[config.mk]
export PLATFORM = sky130hd
export DESIGN_NAME = operand_stack_nbit
export DESIGN_NICKNAME = d
export VERILOG_FILES = /design/src/rtl/operand_stack_nbit.sv
export SDC_FILE = /design/constraint.sdc
export NUM_CORES = 1
export LEC_CHECK = 0
export CELL_PAD_IN_SITES_DETAIL_PLACEMENT = 0
export CELL_PAD_IN_SITES_GLOBAL_PLACEMENT = 1
export CORE_MARGIN = 2
export CORE_UTILIZATION = 40
export DETAILED_ROUTE_END_ITERATION = 8
export PLACE_DENSITY = 0.89
export SYNTH_ARGS = -nofsm -noshare
export SYNTH_HDL_FRONTEND = slang
export SYNTH_SLANG_ARGS = --single-unit
[constraint.sdc]
create_clock -name clk -period 3.2 [get_ports clk]
set_input_delay 0.64 -clock clk [delete_from_list [all_inputs] [get_ports clk]]
set_output_delay 0.64 -clock clk [all_outputs]
set_load 0.005 [all_outputs]
[src/rtl/operand_stack_nbit.sv]
`default_nettype none
// ============================================================================
// Module   : operand_stack_nbit
// Purpose  : Parametrised LIFO operand stack for the calculator datapath.
//            Holds up to DEPTH words of WIDTH bits. The top two entries are
//            presented directly as ALU operands (top / next). Supports push,
//            pop and a single-cycle reduce (pop two, push ALU result).
//            Illegal commands leave state untouched and set a sticky err.
// Ports    : clk, rst (sync, active-high), clear (sync clear, same as rst)
//            push / pop / reduce : one-hot command strobes
//            D      [WIDTH-1:0]  : write data for push / reduce
//            top    [WIDTH-1:0]  : top-of-stack entry, 0 when empty
//            next   [WIDTH-1:0]  : entry below top, 0 when count<2
//            count  [CW-1:0]     : number of valid entries, 0..DEPTH
//            empty, full         : decoded from count
//            err                 : sticky illegal-command flag
// Revision : 1.0 - initial release
// ============================================================================
module operand_stack_nbit #(
    parameter int WIDTH = 16,
    parameter int DEPTH = 4,
    localparam int CW = $clog2(DEPTH + 1)
) (
    input  logic             clk,
    input  logic             rst,
    input  logic             clear,
    input  logic             push,
    input  logic             pop,
    input  logic             reduce,
    input  logic [WIDTH-1:0] D,
    output logic [WIDTH-1:0] top,
    output logic [WIDTH-1:0] next,
    output logic [CW-1:0]    count,
    output logic             empty,
    output logic             full,
    output logic             err
);

    localparam logic [CW-1:0] c_one   = CW'(1);
    localparam logic [CW-1:0] c_two   = CW'(2);
    localparam logic [CW-1:0] c_depth = CW'(DEPTH);

    logic [WIDTH-1:0] stack_q [DEPTH];
    logic [WIDTH-1:0] stack_d [DEPTH];
    logic [CW-1:0]    count_q;
    logic [CW-1:0]    count_d;
    logic             err_q;
    logic             err_d;

    logic [1:0]       w_cmd_cnt;
    logic             w_full;
    logic             w_empty;

    assign w_cmd_cnt = {1'b0, push} + {1'b0, pop} + {1'b0, reduce};
    assign w_full    = (count_q == c_depth);
    assign w_empty   = (count_q == '0);

    // Next-state decode. Every vacated slot is explicitly zeroed so that
    // all entries at or above count always read as zero.
    always_comb begin
        for (int i = 0; i < DEPTH; i++) begin
            stack_d[i] = stack_q[i];
        end
        count_d = count_q;
        err_d   = err_q;

        if (clear) begin
            for (int i = 0; i < DEPTH; i++) begin
                stack_d[i] = '0;
            end
            count_d = '0;
            err_d   = 1'b0;
        end else if (w_cmd_cnt > 2'd1) begin
            err_d = 1'b1;
        end else if (push) begin
            if (w_full) begin
                err_d = 1'b1;
            end else begin
                for (int i = 0; i < DEPTH; i++) begin
                    if (i == int'(count_q)) stack_d[i] = D;
                end
                count_d = count_q + c_one;
            end
        end else if (pop) begin
            if (w_empty) begin
                err_d = 1'b1;
            end else begin
                for (int i = 0; i < DEPTH; i++) begin
                    if (i == int'(count_q) - 1) stack_d[i] = '0;
                end
                count_d = count_q - c_one;
            end
        end else if (reduce) begin
            if (count_q < c_two) begin
                err_d = 1'b1;
            end else begin
                // Result lands where the lower operand was; the old top slot
                // is vacated.
                for (int i = 0; i < DEPTH; i++) begin
                    if (i == int'(count_q) - 2) stack_d[i] = D;
                    if (i == int'(count_q) - 1) stack_d[i] = '0;
                end
                count_d = count_q - c_one;
            end
        end
    end

    always_ff @(posedge clk) begin
        if (rst) begin
            for (int i = 0; i < DEPTH; i++) begin
                stack_q[i] <= '0;
            end
            count_q <= '0;
            err_q   <= 1'b0;
        end else begin
            for (int i = 0; i < DEPTH; i++) begin
                stack_q[i] <= stack_d[i];
            end
            count_q <= count_d;
            err_q   <= err_d;
        end
    end

    // Operand read-out: combinational so an ALU sees the new operands in the
    // same cycle count changes.
    always_comb begin
        top  = '0;
        next = '0;
        for (int i = 0; i < DEPTH; i++) begin
            if (i + 1 == int'(count_q)) top  = stack_q[i];
            if (i + 2 == int'(count_q)) next = stack_q[i];
        end
    end

    assign count = count_q;
    assign empty = w_empty;
    assign full  = w_full;
    assign err   = err_q;

endmodule
`default_nettype wire

==> Word-level counts from Yosys, hierarchy flattened <==
Memories as Yosys holds them, arrays and structs flattened.
Cells that the tools add are included.
{ "totals": {"ff_bits": 4, "ram_bits": 64, "inputBits": 22, "output_inout_bits": 38, "elab_cells": 95, "n_memories": 1} }
{ "op_classes": {"add_sub_neg": 6, "order_cmp": 2, "n_eq_ne": 17, "n_mux": 52, "bitwise_logic": 5, "n_reduce_logical": 10} }
{ "mem_list": {"columns": ["memory", "words", "width", "rd", "rd_clocked_by_memory_dff", "write_ports", "line_no", "text"], "rows": [
  ["stack_q", 4, 16, 4, 0, 4, "43", "logic [WIDTH-1:0] stack_q [DEPTH];"]
]} }
{ "ops": {"columns": ["op", "n"], "rows": [
  ["$mux 64", 8],
  ["$mux 16", 28],
  ["$logic_not 32->1", 2],
  ["$mux 3", 6],
  ["$eq 3x4->1 const A", 4],
  ["$eq 3x3->1 const A", 4],
  ["$mux 1", 10],
  ["$eq 2x4->1 const A", 2],
  ["$reduce_bool 4->1", 2],
  ["$logic_not 3->1", 2],
  ["$ne 3x3->1 const B", 2],
  ["$reduce_and 5->1", 1],
  ["$ne 4x2->1 const B", 1],
  ["$or 1x1->1", 4],
  ["$reduce_and 4->1", 1],
  ["$sub 3x1->4 const B", 1],
  ["$sub 3x2->4 const B", 1],
  ["$add 3x1->3 const B", 1],
  ["$eq 2x3->1 const A", 1],
  ["$eq 3x3->1 const B", 1],
  ["$lt 3x2->1 const B", 1],
  ["$ne 3x1->1 const B", 1],
  ["$reduce_bool 3->1", 1],
  ["$sub 3x1->3 const B", 1],
  ["6 further kinds", 6]
]} }

==> Logic depth before layout (Yosys ltp) <==
Gate-level depths: netlist of run 1.
{ "depth": {"word_depth": 11, "ltp_mapped": 10, "ltp_nobuf": 7} }

==> Worst setup path after synthesis of run 1 <==
OpenSTA, ideal clock, no wires.
{ "synth_path": {"path_type": "reg-to-output", "startpoint": "register count_q[0], in the netlist count[0]", "endpoint": "output top[10]", "t_arrival_ns": 2.109, "t_required_ns": 2.560, "path_slack_ns": 0.451, "stages_incl_launch_ff": 10, "n_path_buf": 5, "cell_sequence": "dfxtp_1 buf_6 buf_2 nor2_1 ha_1 clkbuf_1 clkbuf_1 clkbuf_1 nand2_1 o21ai_0"} }
{ "synth_between": {"elab_chain_cells": 5, "word_cells_on_any_way": 8, "cone_classes": "eq/ne: 4; mux: 4"} }
{ "synth_lines": {"columns": ["item", "line_no", "text"], "rows": [
  ["from (decl)", "45", "logic [CW-1:0] count_q;"],
  ["from (signal assigned)", "119", "count_q <= count_d;"],
  ["$eq 2x3->1", "130", "if (i + 1 == int'(count_q)) top = stack_q[i];"],
  ["$mux 16 (3 in a row)", "130", null],
  ["$mux 16 *", "130", null],
  ["to (decl)", "31", "output logic [WIDTH-1:0] top,"]
]} }
Mark *: on every way between the ends. The rest lies on a longest branch, timed or not.

==> Final worst setup path of run 1 <==
{ "layout_path": {"startpoint": "register count_q[1], in the netlist count[1]", "endpoint": "output top[14]"} }
The elaborated chain is that of the path after synthesis.

==> results of run 1 <==
registers in the layout, indices dropped and copies added, names as in the netlist:
register and count:
stack_q 64, count 3, err 1
cell type report:
cell class	instances	area, um2
Fill cell	924	4730
Multi-Input combinational cell	363	2380
Sequential cell	68	1360
Timing Repair Buffer	87	813
Tap cell	133	166
Clock buffer	9	124
Clock inverter	7	91.3
Inverter	4	15.0
repair_timing:
action                                 4_1_cts  5_1_grt
setup buffers                                0        0
endpoints found under the hold margin        0        0
resized for setup                            2        1
setup endpoints to repair                    3        1
cells by family after synthesis:
logic type / Yosys count / share of synthesized area, %
flops: 68 / 34.4
compound gates: 130 / 23.1
simple gates: 177 / 21.7
xor+xnor: 2 / 0.443
buf+inv: 48 / 5.60
fa+ha+maj: 6 / 2.09
mux: 48 / 12.7
metrics by stage:
step	instances	area, um2	total power [W]	utilization, %	hold slack [ns]
after floorplan	479	3950	0.00105	-	0.449
after global placement	655	4730	0.00115	48.9	0.458
after detailed placement	655	4730	0.00116	48.9	0.467
after CTS	671	4950	0.00192	51.1	0.484
after global routing	671	4950	0.00198	51.1	0.503
final	671	4950	0.00192	51.1	0.479
synth_stat cells (2+ instances only):
cell type	n
a31oi_1	4
mux2i_1	32
and2_1	2
nand2_1	66
a211oi_2	2
a21oi_1	19
nor2_1	25
o31ai_2	4
buf_4	2
o21ai_2	2
inv_1	4
buf_2	15
mux2_2	16
buf_6	2
nor2b_1	2
nand3_1	65
nand2b_1	2
a22oi_1	16
o31ai_1	44
ha_1	5
o21ai_0	33
clkbuf_1	22
dfxtp_1	68
buf_1	3
power by group through the flow:
stage	combinational, W	clock (W)	sequential (W)
after global routing	0.000293	0.000822	0.000866
after CTS	0.000272	0.000784	0.000865
after detailed placement	0.000271	0	0.000885
after global placement	0.000268	0	0.000884
final	0.000275	0.000782	0.000865
after floorplan	0.000163	0	0.000883
path summary, 6_finish.rpt:
kind              depth (start not counted)          start  slack [ns]             to
setup / recovery                          5       count[1]        0.08        top[14]
hold reg to reg                           2  stack_q[0][3]        0.48  stack_q[0][3]
hold / removal                            2  stack_q[0][3]        0.48  stack_q[0][3]
setup reg to reg                          7       count[1]        0.52  stack_q[3][7]
layer usage:
metal  routed length (um)  GRT usage (%)  up-vias  part of all wire [%]
li1                     -              -     1854                     -
met5                    0              0        -                     0
met1                 5280           29.6     1844                    45
met2                 5670           38.4      111                    49
met3                  524           2.96       20                   4.5
met4                  205           7.49        0                   1.8
worst max-delay path: cells and delay by family (launching register included):
family          cells  cell delay, ns
simple gates        2            0.60
fa+ha+maj           1            0.23
buf+inv             1            0.56
flops               1            0.45
compound gates      1            0.30
==> flow_metrics.tcl, run 1 <==
set metrics [dict create \
    cts_buffers 9 \
    max_freq_ghz 0.320 \
    worstPathArrival_ns 2.48 \
    routabilityCongestion 0.833 \
    yosys.area.top_type_share_pct 34.4 \
    ant_nets 0 \
    wl_per_cell_um 17.4 \
    path_clk_slew_ns 0.07 \
    grt_pass1_wl_um 18500 \
    final_common_cell "dfxtp_1" \
    coreArea_um2 9680 \
    finalMaxSlewViolations 0 \
    synthArstFlopShare_pct 0 \
    fin_tns_setup_ns 0 \
    max_stage_delay_ns 0.56 \
    grt_max_degree 34 \
    drc_errors 0 \
    routed_wl_um 11700 \
    cp_max_fo 16 \
    grt_use_total_pct 22.6 \
    cp-start-kind "register" \
    dp_slack_ns 0.361 \
    finalCriticalPeriod_ns 3.12 \
    crit_required_ns 2.56 \
    cts-hold-fix-buffers 0 \
    crit_chain "nor2_1 > ha_1 > or2_2 > o21ai_0 > clkdlybuf4s50_1" \
    fp.dieW_um 103 \
    place.detailed.hpwl_um 7730 \
    rsz0062_at_grt "false" \
    power.internal_w 0.00140 \
    via_per_inst 5.71 \
    syn2layout_area_growth_pct 25.2 \
    clockRootBuffer "clkbuf_8" \
    ys_seq_area_share_pct 34.4 \
    drive_gt1_share_pct 15.2 \
    sequentialPowerShare_pct 45.0 \
    ys_warn_count 0 \
    clock-sinks 68 \
    grt_antenna_before_repair 0 \
    layout_common_cells "dfxtp_1, nand2_1, nand3_1" \
    p_sw_w 0.000524 \
    drv_cap 0 \
    setup_ws_ns 0.0752 \
    ys_ff_latch 68 \
    ir_worst_vdd_uv 176 \
    powerDensity_nw_per_um2 388 \
    setup_viol 0 \
    die_height_um 103 \
    cts_tree "done" \
    cp_slowest_cell "clkdlybuf4s50_1" \
    antenna_cells 0 \
    hold_path.class "reg2reg" \
    synth_edf_count 0 \
    numPortBuffers 59 \
    cp-end-kind "output port" \
    first_iter_violations 235 \
    worst_pin_slew_ns 1.00 \
    critPathKind "reg2out" \
    first_pass_iters 5 \
    io_pins 60 \
    fp.dieArea_um2 10700 \
    synth_top_cell_by_area "dfxtp_1" \
    grt_overflow 0 \
    run_status "complete, no violations" \
    syn_area_um2 3950 \
    finalClockSkew_ns 0.00550 \
    rows 36 \
    h-tree-depth 3 \
    leakagePower_nw 1.62 \
    synth_ff_type "dfxtp_1" \
    ys_types 48 \
    syn_avg_cell_area_um2 8.25 \
    maxSlewHeadroom_pct 33.2 \
    vias 3829 \
    hold_viol_final 0 \
    switching_share_pct 27.3 \
    synthCells 479 \
    power_frac_clock_pct 40.7 \
    fin_crit_sh_pct 97.6 \
    p_comb_share_pct 14.3 \
    synthTopCellsByArea "dfxtp_1, o31ai_1, nand3_1" \
    nNetsFinal 561 \
    cts_buffer_depth 2 \
    clk-insertion-delay-late_ns 0.35 \
    syn-num-nets 507 \
    grt_pass1_vias 3612 \
    start_util_pct 40.8 \
]
Note: power is estimated with default switching activity, not from simulation.
==> inputs of run 2 (changes only) <==
CTS_BUF_LIST = sky130_fd_sc_hd__clkbuf_8 sky130_fd_sc_hd__clkbuf_16   (was unset)
==> results of run 2 <==
Final layout, timing and power as in run 1 (identical DEF).
==> inputs of run 3 (changes only) <==
PLACE_DENSITY = 0.84   (was 0.89)
==> run 3 against run 2 <==
Against the previous run: sequential power about the same; power down 2.8%; maximum frequency down 0.46%; critical endpoint is now top[13]; largest power group unchanged; highest routed layer unchanged.
==> flow_metrics.tcl, run 3 (same netlist as run 1, synthesis figures left out) <==
set metrics [dict create \
    run_status "complete, no violations" \
    wl_per_cell_um 18.1 \
    cts_tree "done" \
    h-tree-depth 3 \
    clockRootBuffer "clkbuf_8" \
    cp-end-kind "output port" \
    cts_buffers 9 \
    vias 3818 \
    crit_required_ns 2.56 \
    drv_cap 0 \
    rows 36 \
    finalCriticalPeriod_ns 3.14 \
    cts_buffer_depth 2 \
    coreArea_um2 9680 \
    path_clk_slew_ns 0.08 \
    grt_use_total_pct 23.7 \
    register_area_um2 1360 \
    ir_worst_vdd_uv 231 \
    worstPathArrival_ns 2.50 \
    fp.dieArea_um2 10700 \
    worst_pin_slew_ns 0.720 \
    crit_chain "nor2_1 > ha_1 > or2_1 > buf_4 > o21ai_0 > clkdlybuf4s50_1" \
    setup_viol 0 \
    ant_nets 0 \
    start_util_pct 40.8 \
    nNetsFinal 557 \
    clock-sinks 68 \
    cp_max_fo 16 \
    finalClockSkew_ns 0.00747 \
    routed_wl_um 12100 \
    largest_register "stack_q" \
    grt_max_degree 97 \
    grt_pass1_vias 3494 \
    critPathKind "reg2out" \
    syn2layout_area_growth_pct 24.3 \
    first_pass_iters 5 \
    powerDensity_nw_per_um2 380 \
    final_common_cell "dfxtp_1" \
    maxSlewHeadroom_pct 52.0 \
    max_stage_delay_ns 0.58 \
    fp.dieW_um 103 \
    antenna_cells 0 \
    cp_slowest_cell "clkdlybuf4s50_1" \
    path_buf_inv 2 \
    grt_overflow 0 \
    multi_input_comb_area_um2 2380 \
    via_per_inst 5.72 \
    leakagePower_nw 1.60 \
    cts-hold-fix-buffers 0 \
    rsz0062_at_grt "false" \
    cpLargestDelayFamily "buffers and inverters" \
    fill_cells 907 \
    fin_tns_setup_ns 0 \
    hold_viol_final 0 \
    io_pins 60 \
    hold_path.class "reg2reg" \
    whs_ns 0.488 \
    cp-start-kind "register" \
    max_freq_ghz 0.319 \
    grt_antenna_before_repair 0 \
    drc_errors 0 \
    largest_reg_flops 64 \
    fin_crit_sh_pct 98.1 \
    die_height_um 103 \
    routabilityCongestion 0.879 \
    layout_common_cells "dfxtp_1, nand2_1, nand3_1" \
    drive_gt1_share_pct 14.8 \
    finalMaxSlewViolations 0 \
    place.detailed.hpwl_um 7940 \
    numPortBuffers 59 \
    first_iter_violations 375 \
    grt_pass1_wl_um 19100 \
    clk-insertion-delay-late_ns 0.36 \
]
## run 3: cell types whose count changed in the layout (fill, tap and decap cells not counted), sizes merged
cell,delta
bufinv,-1
buf,-4
clkinv,+1
## run 3: power breakdown
part / internal (W) / total (W) / switching [W]
Sequential: 0.000856 / 0.000868 / 0.0000118
Combinational: 0.000104 / 0.000270 / 0.000166
Clock: 0.000364 / 0.000730 / 0.000366
Total: 0.00132 / 0.00187 / 0.000544
## run 3: routing by layer
metal  part of all wire, %  track usage [%]  wire [um]  vias to the layer above
met2                    43             33.1       5160                      170
met4                   1.4             8.10        171                        0
li1                      -                -          -                     1843
met1                    47             36.1       5710                     1789
met5                     0                0          0                        -
met3                   8.7             4.37       1050                       16
## run 3: worst reg2reg max path, delay by kind of cell (launching register included)
family / cells / cell delay, ns
flops: 1 / 0.39
compound gates: 2 / 0.31
buf+inv: 3 / 0.62
fa+ha+maj: 1 / 0.30
simple gates: 3 / 0.95
## run 3: cell type report
type | instances | share of cell area (%)
clock buffer | 9 | 2.52
multi-input combinational | 363 | 48.4
timing repair buffer | 83 | 16.0
inverter | 4 | 0.382
clock inverter | 7 | 1.53
tap | 133 | 3.39
sequential | 68 | 27.7
## run 3: what timing repair did
item	CTS	global route
pin swaps	0	0
setup endpoints to repair	1	5
buffers inserted	0	4
endpoints found under the hold margin	0	0
gates resized for setup	1	4
## run 3: path summary, 6_finish.rpt
path	startpoint	end	slack, ns	cells past startpoint
hold / removal	stack_q[1][1]	stack_q[1][1]	0.49	2
setup reg to reg	count[1]	stack_q[2][7]	0.51	9
setup / recovery	count[0]	top[13]	0.06	6
hold reg to reg	stack_q[1][1]	stack_q[1][1]	0.49	2
## run 3: per-stage QoR
| step | power (W) | utilization (%) | std cells | cell area, um2 | setup WS [ns] |
|---|---|---|---|---|---|
| 6_report | 0.00187 | 50.7 | 667 | 4910 | 0.0609 |
| 5_1_grt | 0.00194 | 50.7 | 667 | 4910 | 0.00372 |
| 4_1_cts | 0.00186 | 50.3 | 663 | 4870 | 0.0531 |
| 3_5_place_dp | 0.00115 | 48.3 | 647 | 4670 | 0.310 |
| 3_3_place_gp | 0.00115 | 48.3 | 647 | 4670 | 0.361 |
| 2_1_floorplan | 0.00105 | - | 479 | 3950 | 0.451 |
